<file path="src/rtl/shift_counter.sv">
// Ring / Johnson shift counter with parallel load and ring self-correction; 1-cycle registered outputs.
// No backpressure: every enabled edge steps, and wrap/illegal are single-cycle pulses.
module shift_counter #(
  parameter int               WIDTH = 4,
  parameter logic [WIDTH-1:0] SEED  = {{(WIDTH-1){1'b0}}, 1'b1}
) (
  input  logic             clk,
  input  logic             rst,
  input  logic             en,
  input  logic             dir,
  input  logic             mode,
  input  logic             load,
  input  logic [WIDTH-1:0] load_val,
  output logic [WIDTH-1:0] dout,
  output logic             wrap,
  output logic             illegal
);

  logic [WIDTH-1:0] dout_q, dout_d;
  logic             mode_q, mode_d;
  logic             wrap_q, wrap_d;
  logic             illegal_q, illegal_d;
  logic [WIDTH-1:0] step_val;
  logic [WIDTH-1:0] home_cur;
  logic [WIDTH-1:0] home_new;

  assign home_cur = mode_q ? '0 : SEED;
  assign home_new = mode   ? '0 : SEED;

  // Ring rotates the end bit around; Johnson feeds back its complement.
  always_comb begin
    step_val = dout_q;
    if (!dir) begin
      step_val = {dout_q[WIDTH-2:0], dout_q[WIDTH-1] ^ mode_q};
    end else begin
      step_val = {dout_q[0] ^ mode_q, dout_q[WIDTH-1:1]};
    end
  end

  always_comb begin
    dout_d    = dout_q;
    mode_d    = mode_q;
    wrap_d    = 1'b0;
    illegal_d = 1'b0;
    if (load) begin
      dout_d = load_val;
    end else if (mode != mode_q) begin
      dout_d = home_new;
      mode_d = mode;
    end else if (en) begin
      if (!mode_q && !$onehot(dout_q)) begin
        dout_d    = SEED;
        illegal_d = 1'b1;
      end else begin
        dout_d = step_val;
        wrap_d = (step_val == home_cur);
      end
    end
  end

  always_ff @(posedge clk) begin
    if (rst) begin
      dout_q    <= home_new;
      mode_q    <= mode;
      wrap_q    <= 1'b0;
      illegal_q <= 1'b0;
    end else begin
      dout_q    <= dout_d;
      mode_q    <= mode_d;
      wrap_q    <= wrap_d;
      illegal_q <= illegal_d;
    end
  end

  assign dout    = dout_q;
  assign wrap    = wrap_q;
  assign illegal = illegal_q;

endmodule

</file>
<file path="config.mk">
export PLATFORM = sky130hd
export DESIGN_NAME = shift_counter
export DESIGN_NICKNAME = d
export VERILOG_FILES = /design/src/rtl/shift_counter.sv
export SDC_FILE = /design/constraint.sdc
export NUM_CORES = 1
export LEC_CHECK = 0
export ABC_AREA = 1
export ABC_CLOCK_PERIOD_IN_PS = 2000
export BUFFER_PORTS_ARGS = -buffer_cell sky130_fd_sc_hd__buf_4
export CORE_AREA = 4 4 41 43
export DETAILED_ROUTE_END_ITERATION = 10
export DIE_AREA = 0 0 45 47
export GPL_ROUTABILITY_DRIVEN = 0
export PLACE_DENSITY_LB_ADDON = 0.15
export SLEW_MARGIN = 5
export SYNTH_ARGS = -nofsm -noshare
export SYNTH_HDL_FRONTEND = slang
export SYNTH_SLANG_ARGS = --single-unit
</file>
<file path="constraint.sdc">
create_clock -name clk -period 2 [get_ports clk]
set_clock_uncertainty 0.1 [all_clocks]
set_input_delay 0.4 -clock clk [delete_from_list [all_inputs] [get_ports clk]]
set_output_delay 0.4 -clock clk [all_outputs]
set_load 0.01 [all_outputs]
</file>
[After elaboration in Yosys (flattened, before gate mapping)]
Cells that the tools add are included.
Cells by class
  multiply operators: 0
  $lt $le $gt $ge: 0
  equality and inequality tests: 4
  add/subtract/negate cells: 3
  mux-type cells: 12
  reduce and logical (&&, ||, !) cells: 8
  shifts and indexed selects: 0
  divide/modulo/power cells: 0
  bitwise operators: 3
Operators by type and width (number)
  4-bit two-way mux: 6
  1-bit two-way mux: 6
  5-bit OR reduction: 1
  1-bit by 1-bit adder with 2-bit output: 2
  4-bit by 1-bit == test with 1-bit output: 1
  4-bit nonzero test: 1
  4-bit OR reduction: 1
  2-bit by 2-bit adder with 3-bit output: 1
  3-bit by 1-bit == test with 1-bit output (second input constant): 1
  1-bit zero test: 2
  2-bit != test (second input constant): 1
  2-bit AND reduction: 1
  2-bit nonzero test: 1
  1-bit XOR: 2
  1-bit logical AND: 1
  1-bit != test: 1
  1-bit inverter: 1
Storage, ports and cells
  logic and storage cells: 34
  bits in writable memories: 0
  flip-flop bits (word level): 7
  memory bits (read-only): 0
  input port bits: 10
  memories kept: 0
  output and inout port bits: 6
  latch bits: 0

[Depth between registers and ports, before layout]
  word-level depth: 10
  gate-level depth with buffers: 12
  depth with buffers taken out: 12

[Worst setup path before layout]
OpenSTA, ideal clock, no wires.
  path kind: reg-to-reg
  start: register dout_q[0] (netlist: dout[0])
  end: register dout_q[3] (netlist: dout[3]) (data pin)
  path slack: -0.261 ns
  arrival: 2.021 ns
  period minus slack after synthesis: 2.261 ns
  buffers on the path: 0
  required time: 1.760 ns
  stages on the path, launching flop included: 12
  cell sequence: edfxtp_1 inv_1 fa_1 inv_1 ha_1 ha_1 nand3b_1 nand2_2 inv_1 nor2_4 nand2_1 a21oi_2
Between the ends
  longest elaborated chain between the ends: 10
  elaborated cells on any way between the ends: 12
Ends and longest elaborated chain
  start, declared: line 19  | logic [WIDTH-1:0] dout_q, dout_d;
  start signal, assigned: line 63  | dout_q <= home_new;
  start signal, assigned: line 68  | dout_q <= dout_d;
  1-bit by 1-bit adder with 2-bit output (not written as such): line 51  | if (!mode_q && !$onehot(dout_q)) begin
  2-bit by 2-bit adder with 3-bit output (not written as such): line 51
  3-bit by 1-bit == test with 1-bit output: line 51
  1-bit zero test: line 51
  1-bit logical AND: line 51
  4-bit two-way mux (*): line 51
  4-bit two-way mux (*): line 50  | end else if (en) begin
  4-bit two-way mux (*): line 47  | end else if (mode != mode_q) begin
  4-bit two-way mux (*): line 45  | if (load) begin
  4-bit two-way mux (*): line 62  | if (rst) begin
Mark *: on every way between the ends. The rest lies on a longest branch, timed or not. The select of a mux whose other input is x is not followed.
A chain may end at the register's enable or synchronous reset.

[Worst setup path after layout]
  start: register dout_q[0] (netlist: dout[0])
  end: register illegal_q (netlist: illegal)
Between the ends
  longest elaborated chain between the ends: 6
Ends and longest elaborated chain
  1-bit by 1-bit adder with 2-bit output (not written as such): line 51
  2-bit by 2-bit adder with 3-bit output (not written as such): line 51
  3-bit by 1-bit == test with 1-bit output: line 51
  1-bit zero test: line 51
  1-bit logical AND: line 51
  1-bit two-way mux: line 51
  end signal, assigned: line 71  | illegal_q <= illegal_d;
  end, declared: line 22  | logic illegal_q, illegal_d;
Every way passes these cells.

==> results.sh <==
export IMPL_r2r_end="illegal$_SDFF_PP0_"
export IMPL_tightest_slew_ns=0.3175
export IMPL_hold_path_end="mode_q$_DFFE_PP_"
export IMPL_start_util_pct=40.29
export IMPL_die_w_um=45
export IMPL_netlist_instances=70
export IMPL_rsz0062_at_grt="yes"
export IMPL_rows=13
export IMPL_max_stage_delay_ns=0.54
export IMPL_clockRootBuffer="clkbuf_4"
export IMPL_io_buffers=15
export IMPL_wl_per_cell_um=10.62
export IMPL_powerDensity_nw_per_um2=628.6
export IMPL_hpwl_um=930.4
export IMPL_power_mw=0.4900
export IMPL_first_pass_iters=6
export IMPL_worstPathMaxFanout=3
export IMPL_fmax_mhz=447.5
export IMPL_layout_drive_gt1_share_pct=46.94
export IMPL_hold_buffers=0
export IMPL_drt_total_wl_mm=1.200
export IMPL_clk_latency_ns=0.26
export IMPL_synth_fp_nets=83
export IMPL_slowest_stage="fa_1"
export IMPL_antenna_cells=0
export IMPL_grt_pass1_vias=507
export IMPL_path_class="flip-flop to flip-flop"
export IMPL_hold_class="input port to flip-flop"
export IMPL_violations="negative setup slack"
export IMPL_core_area_um2=1301
export IMPL_maxCapViolCount=0
export IMPL_dieArea_um2=2115
export IMPL_whs_path_depth=1
export IMPL_vias_per_cell=4.549
export IMPL_yosysWarnings=0
export IMPL_drt_initial_drc_count=5
export IMPL_crit_path_start_kind="flip-flop"
export IMPL_avgSynthCellArea_um2=7.489
export IMPL_grt_antenna_before_repair=0
export IMPL_rr_worst_depth=11
export IMPL_cts_buffers=3
export IMPL_ios=16
export IMPL_setup_tns_ns=-1.250
export IMPL_min_from="mode"
export IMPL_period_minus_slack_ns=2.234
export IMPL_cts_max_path_buffers=2
export IMPL_finalSetupViolCount=6
export IMPL_drcViolationCount=0
export IMPL_ys_seq_area_share_pct=36.28
export IMPL_critPathCaptureType="flip-flop"
export IMPL_status="finished with violations"
export IMPL_dr_total_vias=514
export IMPL_regToRegSetupSlack_ns=-0.23
export IMPL_max_slew_margin_rel_pct=78.61
export IMPL_cp_arrival_ns=2.31
export IMPL_path_clk_slew_ns=0.05
export IMPL_final_antenna_net_count=0
export IMPL_hold_viol=0
export IMPL_crit_top_cell="buf_4"
export IMPL_syn_area_um2=524.3
export IMPL_peakVddDrop_mv=0.4124
export IMPL_cts_sinks=7
export IMPL_fin_crit_sh_pct=111.7
export IMPL_htreeDepth=1
export IMPL_power_leakage_nw=0.3912
export IMPL_finalWorstSetupSlack_ns=-0.2344
export IMPL_maxSlewViolCount=0
export IMPL_cts_tree="built"
export IMPL_grt_overflow_total=0
export IMPL_grt_start_max_net_pins=9
export IMPL_layout_nets=112
export IMPL_cp_cell_sequence="inv_2 -> fa_1 -> inv_1 -> ha_2 -> ha_4 -> nand3b_1 -> nand2_2 -> buf_4 -> buf_6 -> buf_4 -> nor3_2"
export IMPL_grtUsageTotal_pct=13.64
export IMPL_r2r_start="dout[0]$_DFFE_PP_"
export IMPL_ys_ff_latch=7
export IMPL_area_growth_pct=48.69
export IMPL_yosysUniqueCellTypes=21
export IMPL_die_h_um=47
export IMPL_cp_data_required_time_ns=2.08
export IMPL_grt_pass1_wl_mm=2.049
-- final cells by class --
class / instances / area (µm²)
sequential: 7 / 190.2
fill: 123 / 521.8
tap: 15 / 18.77
inverter: 15 / 56.30
timing repair buffer: 24 / 183.9
multi-input combinational: 48 / 304.0
clock buffer: 4 / 26.28
-- metrics by stage --
step / utilization (%) / hold slack, ns / instances / setup WS (ns) / area (µm²)
finish: 59.90 / 0.2492 / 113 / -0.2344 / 779.5
global route: 59.90 / 0.2453 / 113 / -0.3566 / 779.5
CTS: 57.79 / 0.2465 / 111 / -0.1967 / 752.0
detailed placement: 53.46 / 0.5053 / 105 / -0.2409 / 695.7
global placement: 53.46 / 0.5050 / 105 / -0.2372 / 695.7
floorplan: - / 0.3989 / 70 / -0.2319 / 526.8
-- placed cells by master (no fill, tap or decap), drive strengths merged, types with 2 or more instances in the layout --
cell	n
nand2	24
edfxtp	5
nand3	3
buf	24
inv	15
dfxtp	2
a21oi	5
o21ai	3
nor3	2
clkbuf	4
ha	2
nor2	4
-- state kept, by name, summed over array words and instances, names as in the netlist --
name / count
wrap: 1
mode_q: 1
illegal: 1
dout: 4
-- where the power goes --
group / total [mW] / internal (mW) / switching (mW)
sequential: 0.174 / 0.166 / 0.00791
combinational: 0.183 / 0.0927 / 0.0903
clock: 0.133 / 0.0764 / 0.0563
-- Yosys cell counts (all sizes together) --
| master | number | area share [%] |
|---|---|---|
| or2 | 1 | 1.2 |
| ha | 2 | 4.8 |
| fa | 1 | 3.8 |
| nand4 | 1 | 1.2 |
| xnor2 | 1 | 1.7 |
| a21oi | 5 | 6.2 |
| nor2 | 4 | 4.3 |
| edfxtp | 5 | 29 |
| nand2 | 24 | 20 |
| nand3b | 1 | 1.4 |
| inv | 15 | 11 |
| nor3 | 2 | 1.9 |
| nand3 | 3 | 2.9 |
| o21ai | 3 | 3.6 |
| dfxtp | 2 | 7.6 |
-- layer usage --
metal	up-vias	wire, µm	global-route usage (%)
met5	-	0	0
met4	0	18	8.187
met3	2	94	3.448
met2	18	583	22.03
met1	219	503	16.36
li1	275	-	-
-- worst max-delay path, delay by kind of cell (launching register included) --
family | cells | cell delay, ns
fa+ha+maj | 3 | 0.97
buf+inv | 5 | 0.46
flops | 1 | 0.36
simple gates | 3 | 0.28
-- worst max-delay path by stage --
stage | start | end | slack, ns
finish | dout[0]$_DFFE_PP_ | illegal$_SDFF_PP0_ | -0.23
floorplan | dout[0]$_DFFE_PP_ | dout[2]$_SDFFCE_PP0P_ | -0.23
CTS | dout[0]$_DFFE_PP_ | dout[2]$_SDFFCE_PP0P_ | -0.20
detailed placement | dout[0]$_DFFE_PP_ | dout[2]$_SDFFCE_PP0P_ | -0.24
global placement | dout[0]$_DFFE_PP_ | dout[3]$_SDFFCE_PP0P_ | -0.24
global route | dout[0]$_DFFE_PP_ | dout[3]$_SDFFCE_PP0P_ | -0.36
-- repair_timing --
item | in CTS | in global routing
pin swaps | 3 | 1
endpoints found under the setup margin | 6 | 6
resized for setup | 2 | 4
buffers inserted | 2 | 2
-- kinds of logic after synthesis --
kind of cell,after synthesis,share of synthesized area (%)
simple gates,36,32.94
buf+inv,15,10.74
compound gates,8,9.785
flops,7,36.28
fa+ha+maj,3,8.591
xor+xnor,1,1.671
(Power assumes the default switching activity.)
